**src/rtl/wb_queue.sv**
```systemverilog
// ---------------------------------------------------------------------------------------------
// wb_queue -- writeback stage in front of the 32x32 register file write port.
//
// Accepts completed instructions from the memory stage over a valid/ready handshake, forms the
// final result (ALU value, PC+4, or a width/sign-formatted load) at push time, and parks it in a
// small FIFO. At most one register write drains per cycle. A combinational bypass port lets
// decode see results that are still in flight.
//
// Parameters
//   DEPTH          FIFO entries; power of two, >= 2 (pointers wrap by natural overflow)
//
// Ports
//   clock          rising-edge clock
//   reset          asynchronous, active-high; clears count and pointers (storage kept)
//   in_valid       memory stage presents an instruction
//   in_ready       queue can accept this cycle (count < DEPTH)
//   in_regwrite    instruction writes rd
//   in_rd          destination register
//   in_sel         result select: 00 ALU, 01 load, 10 PC+4, 11 treated as ALU
//   in_alu_result  ALU result; bits [1:0] double as the load byte offset
//   in_mem_rdata   aligned word read from data memory
//   in_pc          instruction PC
//   in_funct3      load width/sign code
//   wb_hold        suppresses drain this cycle
//   regwrite       register file write enable
//   write_reg      register file write address (0 when not writing)
//   write_data     register file write data (0 when not writing)
//   byp_reg        register decode wants to bypass
//   byp_hit        some queued entry targets byp_reg
//   byp_data       data of the youngest matching entry (0 on miss)
// ---------------------------------------------------------------------------------------------
module wb_queue #(
    parameter int unsigned DEPTH = 2
) (
    input  logic        clock,
    input  logic        reset,
    input  logic        in_valid,
    output logic        in_ready,
    input  logic        in_regwrite,
    input  logic [4:0]  in_rd,
    input  logic [1:0]  in_sel,
    input  logic [31:0] in_alu_result,
    input  logic [31:0] in_mem_rdata,
    input  logic [31:0] in_pc,
    input  logic [2:0]  in_funct3,
    input  logic        wb_hold,
    output logic        regwrite,
    output logic [4:0]  write_reg,
    output logic [31:0] write_data,
    input  logic [4:0]  byp_reg,
    output logic        byp_hit,
    output logic [31:0] byp_data
);

    localparam int unsigned PtrW = $clog2(DEPTH);
    localparam int unsigned CntW = PtrW + 1;

    // Queue state
    logic [PtrW-1:0] wr_ptr_q, wr_ptr_d;
    logic [PtrW-1:0] rd_ptr_q, rd_ptr_d;
    logic [CntW-1:0] count_q, count_d;

    logic [4:0]  rd_q   [DEPTH];
    logic [31:0] data_q [DEPTH];

    logic        push_en;
    logic        pop_en;
    logic [31:0] result;

    // -----------------------------------------------------------------------------------------
    // Handshake. Ready depends only on occupancy, so a full queue never passes a new entry
    // through even when the head is draining in the same cycle.
    // -----------------------------------------------------------------------------------------
    assign in_ready = (count_q < CntW'(DEPTH));

    // Instructions that do not write, or that target x0, are accepted but never stored.
    assign push_en  = in_valid & in_ready & in_regwrite & (in_rd != 5'd0);
    assign pop_en   = (count_q != '0) & ~wb_hold;

    // -----------------------------------------------------------------------------------------
    // Result formation: everything is extended before it enters the queue so the drain and
    // bypass paths carry final register values.
    // -----------------------------------------------------------------------------------------
    logic [1:0]  load_off;
    logic [7:0]  load_byte;
    logic [15:0] load_half;
    logic [31:0] load_data;

    always_comb begin
        load_off  = in_alu_result[1:0];
        load_byte = 8'h00;
        load_half = 16'h0000;
        load_data = in_mem_rdata;

        unique case (load_off)
            2'd0: load_byte = in_mem_rdata[7:0];
            2'd1: load_byte = in_mem_rdata[15:8];
            2'd2: load_byte = in_mem_rdata[23:16];
            2'd3: load_byte = in_mem_rdata[31:24];
            default: load_byte = 8'h00;
        endcase

        // Halfword picks the upper or lower half only; off[0] is ignored.
        load_half = load_off[1] ? in_mem_rdata[31:16] : in_mem_rdata[15:0];

        case (in_funct3)
            3'b000:  load_data = {{24{load_byte[7]}}, load_byte};
            3'b100:  load_data = {24'h000000, load_byte};
            3'b001:  load_data = {{16{load_half[15]}}, load_half};
            3'b101:  load_data = {16'h0000, load_half};
            default: load_data = in_mem_rdata;
        endcase
    end

    always_comb begin
        result = in_alu_result;
        case (in_sel)
            2'b01:   result = load_data;
            2'b10:   result = in_pc + 32'd4;
            default: result = in_alu_result;
        endcase
    end

    // -----------------------------------------------------------------------------------------
    // Pointer and occupancy update
    // -----------------------------------------------------------------------------------------
    always_comb begin
        wr_ptr_d = wr_ptr_q;
        rd_ptr_d = rd_ptr_q;
        count_d  = count_q;

        if (push_en) begin
            wr_ptr_d = wr_ptr_q + PtrW'(1);
        end
        if (pop_en) begin
            rd_ptr_d = rd_ptr_q + PtrW'(1);
        end

        unique case ({push_en, pop_en})
            2'b10:   count_d = count_q + CntW'(1);
            2'b01:   count_d = count_q - CntW'(1);
            default: count_d = count_q;
        endcase
    end

    always_ff @(posedge clock or posedge reset) begin
        if (reset) begin
            wr_ptr_q <= '0;
            rd_ptr_q <= '0;
            count_q  <= '0;
        end else begin
            wr_ptr_q <= wr_ptr_d;
            rd_ptr_q <= rd_ptr_d;
            count_q  <= count_d;
        end
    end

    // Storage is not reset; occupancy alone decides which slots are meaningful.
    always_ff @(posedge clock) begin
        if (push_en) begin
            rd_q[wr_ptr_q]   <= in_rd;
            data_q[wr_ptr_q] <= result;
        end
    end

    // -----------------------------------------------------------------------------------------
    // Drain port: zeros whenever no write is issued.
    // -----------------------------------------------------------------------------------------
    always_comb begin
        regwrite   = pop_en;
        write_reg  = 5'd0;
        write_data = 32'd0;
        if (pop_en) begin
            write_reg  = rd_q[rd_ptr_q];
            write_data = data_q[rd_ptr_q];
        end
    end

    // -----------------------------------------------------------------------------------------
    // Bypass lookup. Walk the valid entries oldest to youngest so the last match seen is the
    // youngest. The head being drained this cycle is still visible; the entry being pushed
    // this cycle is not.
    // -----------------------------------------------------------------------------------------
    logic [PtrW-1:0] byp_idx;

    always_comb begin
        byp_hit  = 1'b0;
        byp_data = 32'd0;
        byp_idx  = '0;
        if (byp_reg != 5'd0) begin
            for (int unsigned i = 0; i < DEPTH; i++) begin
                byp_idx = rd_ptr_q + PtrW'(i);
                if ((CntW'(i) < count_q) && (rd_q[byp_idx] == byp_reg)) begin
                    byp_hit  = 1'b1;
                    byp_data = data_q[byp_idx];
                end
            end
        end
    end

endmodule

```
**config.mk**
```make
export PLATFORM = sky130hd
export DESIGN_NAME = wb_queue
export DESIGN_NICKNAME = d
export VERILOG_FILES = /design/src/rtl/wb_queue.sv
export SDC_FILE = /design/constraint.sdc
export NUM_CORES = 1
export LEC_CHECK = 0
export CAP_MARGIN = 10
export CORE_ASPECT_RATIO = 1.4
export CORE_MARGIN = 5
export CORE_UTILIZATION = 50
export DETAILED_ROUTE_END_ITERATION = 10
export HOLD_SLACK_MARGIN = 0.15
export PLACE_DENSITY = 0.87
export SLEW_MARGIN = 40
export SYNTH_ARGS = -nofsm -noshare
export SYNTH_HDL_FRONTEND = slang
export SYNTH_SLANG_ARGS = --single-unit
```
**constraint.sdc**
```tcl
create_clock -name clock -period 7.65 [get_ports clock]
set_input_delay 1.53 -clock clock [delete_from_list [all_inputs] [get_ports clock]]
set_output_delay 1.53 -clock clock [all_outputs]
set_load 0.005 [all_outputs]
```
==> out/qor.csv <==
metric,value,unit
Synth Instances,599,
peak supply drop,0.114,mV
number of diodes,0,
Post-Layout Cell Count,903,
die width,98.5,µm
grt ovf,0,
Die Span Y,134,µm
largest net degree at the start of global routing,43,
worst-path fanout max,22,
fin nets,879,
DR WL/cell,21.3,µm
Setup Viol. Count Final,0,
vias in the first global route,5598,
asr flop ratio synth,5.13,%
Post-Synthesis Cell Area,5480,µm²
Setup WS pre-CTS,1.87,ns
"top cells by area, synth","edfxtp_1, mux2i_1, o21ai_0, a21oi_1, nor2_1",
drt first pass iters,5,
clock sink count,78,
critical path endpoint category,output port,
worst skew pair latency,0.33,ns
period utilization,74.6,%
Initial Utilization,50.7,%
GPL Wtd Cong,1.06,
row count,45,
Total Routed Length,19200,µm
"CTS clk-pin slew, worst paths",0.05,ns
critical path's slowest cell,clkdlybuf4s50_1,
most frequent cell on the critical path,clkdlybuf4s50_1,
post-route ant nets,0,
gr usage total,28.1,%
number of port buffers,187,
WP data arrival,4.18,ns
"commonest non-fill, non-tap cells in the layout","clkdlybuf4s50_1, edfxtp_1, o21ai_0, nor2_1, a21oi_1",
Yosys top cell area share,40.6,%
"most common cell after layout, fill and taps aside",clkdlybuf4s50_1,
Core Area,10800,µm²
I/O pins,188,
Netlist cell types,47,
Area Growth Syn to Fin,40.2,%
Fin Setup TNS,0,ns
CTS tree,yes,
clock skew,0.00403,ns
drt initial violations,418,
root buffer cell,clkbuf_16,
ratio of cells with drive above 1 in the final layout,4.99,%
RSZ-0062 raised after global routing,false,
Final Power,1730,µW
global-route wire length before repair,29100,µm
Post-synth EDFFs,74,
syn nets,721,
"Seq/Total Area, Yosys",42.4,%
TritonCTS buffer count,9,
Placed Instances,886,
WP data required,6.12,ns
max-cap violations,0,
P_leak,0.00277,µW
initial antenna violation count,0,
post-layout util,71.1,%
mean post-synth cell area,9.15,µm²
Critical Path Max Stage Delay,0.59,ns
outcome,"finished, final reports clean",
Clock Path Buffers,2,
HPWL after detailed placement,14900,µm
Worst-Margin Slew,0.763,ns
"Primary FF master, synth",edfxtp_1,
dominant cell type by area after synthesis,edfxtp_1,
post-CTS sizing,0,
WS Path Type,in2out,
Final Slew Violations,0,
DIE AREA,13200,µm²
synth warn,0,
cts hold-fix bufs,0,
Relative slew margins,49.1,%
count of state elements after synthesis,78,
Tmin final,5.71,ns
Post-CTS Setup Repair Bufs,0,
Power Dens Cells,226,nW/µm²
final worst slack,1.94,ns
Final Hold Violating Endpoints,0,
vias,5565,
Vias/cell,6.16,
Achievable Freq,175,MHz
residual DRC count,0,
CP Launch Type,primary input,
crit-path cells,"clkdlybuf4s50_1, xor2_1, nand4_2, o21ai_4, buf_6, nand3_1, a21oi_1, clkdlybuf4s50_1",
CTS H-Tree Depth,3,
Hold Crit Class,reg2reg,
[through the flow]
step	hold WS [ns]	cell area (µm²)
6_report	0.541	7680
5_1_grt	0.552	7680
4_1_cts	0.535	7660
3_5_place_dp	0.527	7400
3_3_place_gp	0.489	7360
2_1_floorplan	0.468	5480
[metal layers]
layer  GRT usage, %  vias up  routed length (µm)
li1               -     2523                   -
met1           29.6     2583                6230
met2           51.3      382               10100
met3           4.84       77                1670
met4           17.5        0                1270
met5              0        -                   0
[critical path: cells and delay by family]
| family | cells | cell delay, ns |
|---|---|---|
| AOI/OAI and AO/OA | 2 | 0.69 |
| xor gates and xnor gates | 1 | 0.21 |
| and+or+nand+nor | 2 | 0.33 |
| buffers and inverters | 3 | 1.41 |
[logic make-up after synthesis]
| kind of cell | Yosys count | share of synthesized area, % |
|---|---|---|
| flip-flops | 78 | 42.4 |
| adder cells (fa/ha/maj) | 6 | 1.37 |
| multiplexers | 51 | 9.36 |
| AO/OA/AOI/OAI | 173 | 18.8 |
| buffers and inverters | 65 | 5.28 |
| AND/OR/NAND/NOR | 184 | 16.1 |
| XOR/XNOR | 42 | 6.71 |
[sequential cells by signal (all words and copies together) (netlist names)]
signal,count
data_q,64
rd_q,10
count_q,2
rd_ptr_q,1
wr_ptr_q,1
[power by group]
group	leakage, µW	switching [µW]	internal, µW	total (µW)
Sequential	0.000725	61.0	539	600
Combinational	0.00191	395	370	765
Clock	0.000127	153	216	370
Total	0.00277	609	1130	1730
[worst paths after layout]
path	end	slack, ns	from	depth (start not counted)
worst min-delay path	count_q[0]$_DFFE_PP0P_	0.54	count_q[0]$_DFFE_PP0P_	1
min in group asynchronous	count_q[1]$_DFFE_PP0P_	1.37	reset	2
worst min register to register	count_q[0]$_DFFE_PP0P_	0.54	count_q[0]$_DFFE_PP0P_	1
max in group asynchronous	rd_ptr_q$_DFFE_PP0P_	6.11	reset	2
worst max register to register	count_q[1]$_DFFE_PP0P_	5.39	count_q[1]$_DFFE_PP0P_	6
worst max-delay path	byp_data[18]	1.94	byp_reg[0]	8
[layout make-up]
cell class                      count  area [µm²]
Fill cell                         816        3130
Multi-Input combinational cell    456        2910
Sequential cell                    78        2320
Timing Repair Buffer              194        1940
Clock buffer                       11         233
Tap cell                          141         176
Inverter                           18        67.6
Clock inverter                      5        26.3
[synth_stat cells, drive strengths merged (3+ instances only)]
library cell	number
nor2	59
nand3	42
o21ai	70
nand2	37
clkbuf	30
a22oi	3
a211oi	7
nor2b	4
dfrtp	4
inv	18
ha	6
o221ai	14
xor2	20
and2	4
o211ai	4
xnor2	22
a2bb2oi	3
nor3	10
o21a	7
nand4	8
or2	3
and3	7
and4	3
buf	17
edfxtp	74
mux2i	49
a21oi	51
or4	3
No activity file was read; power rests on OpenSTA's default activity.
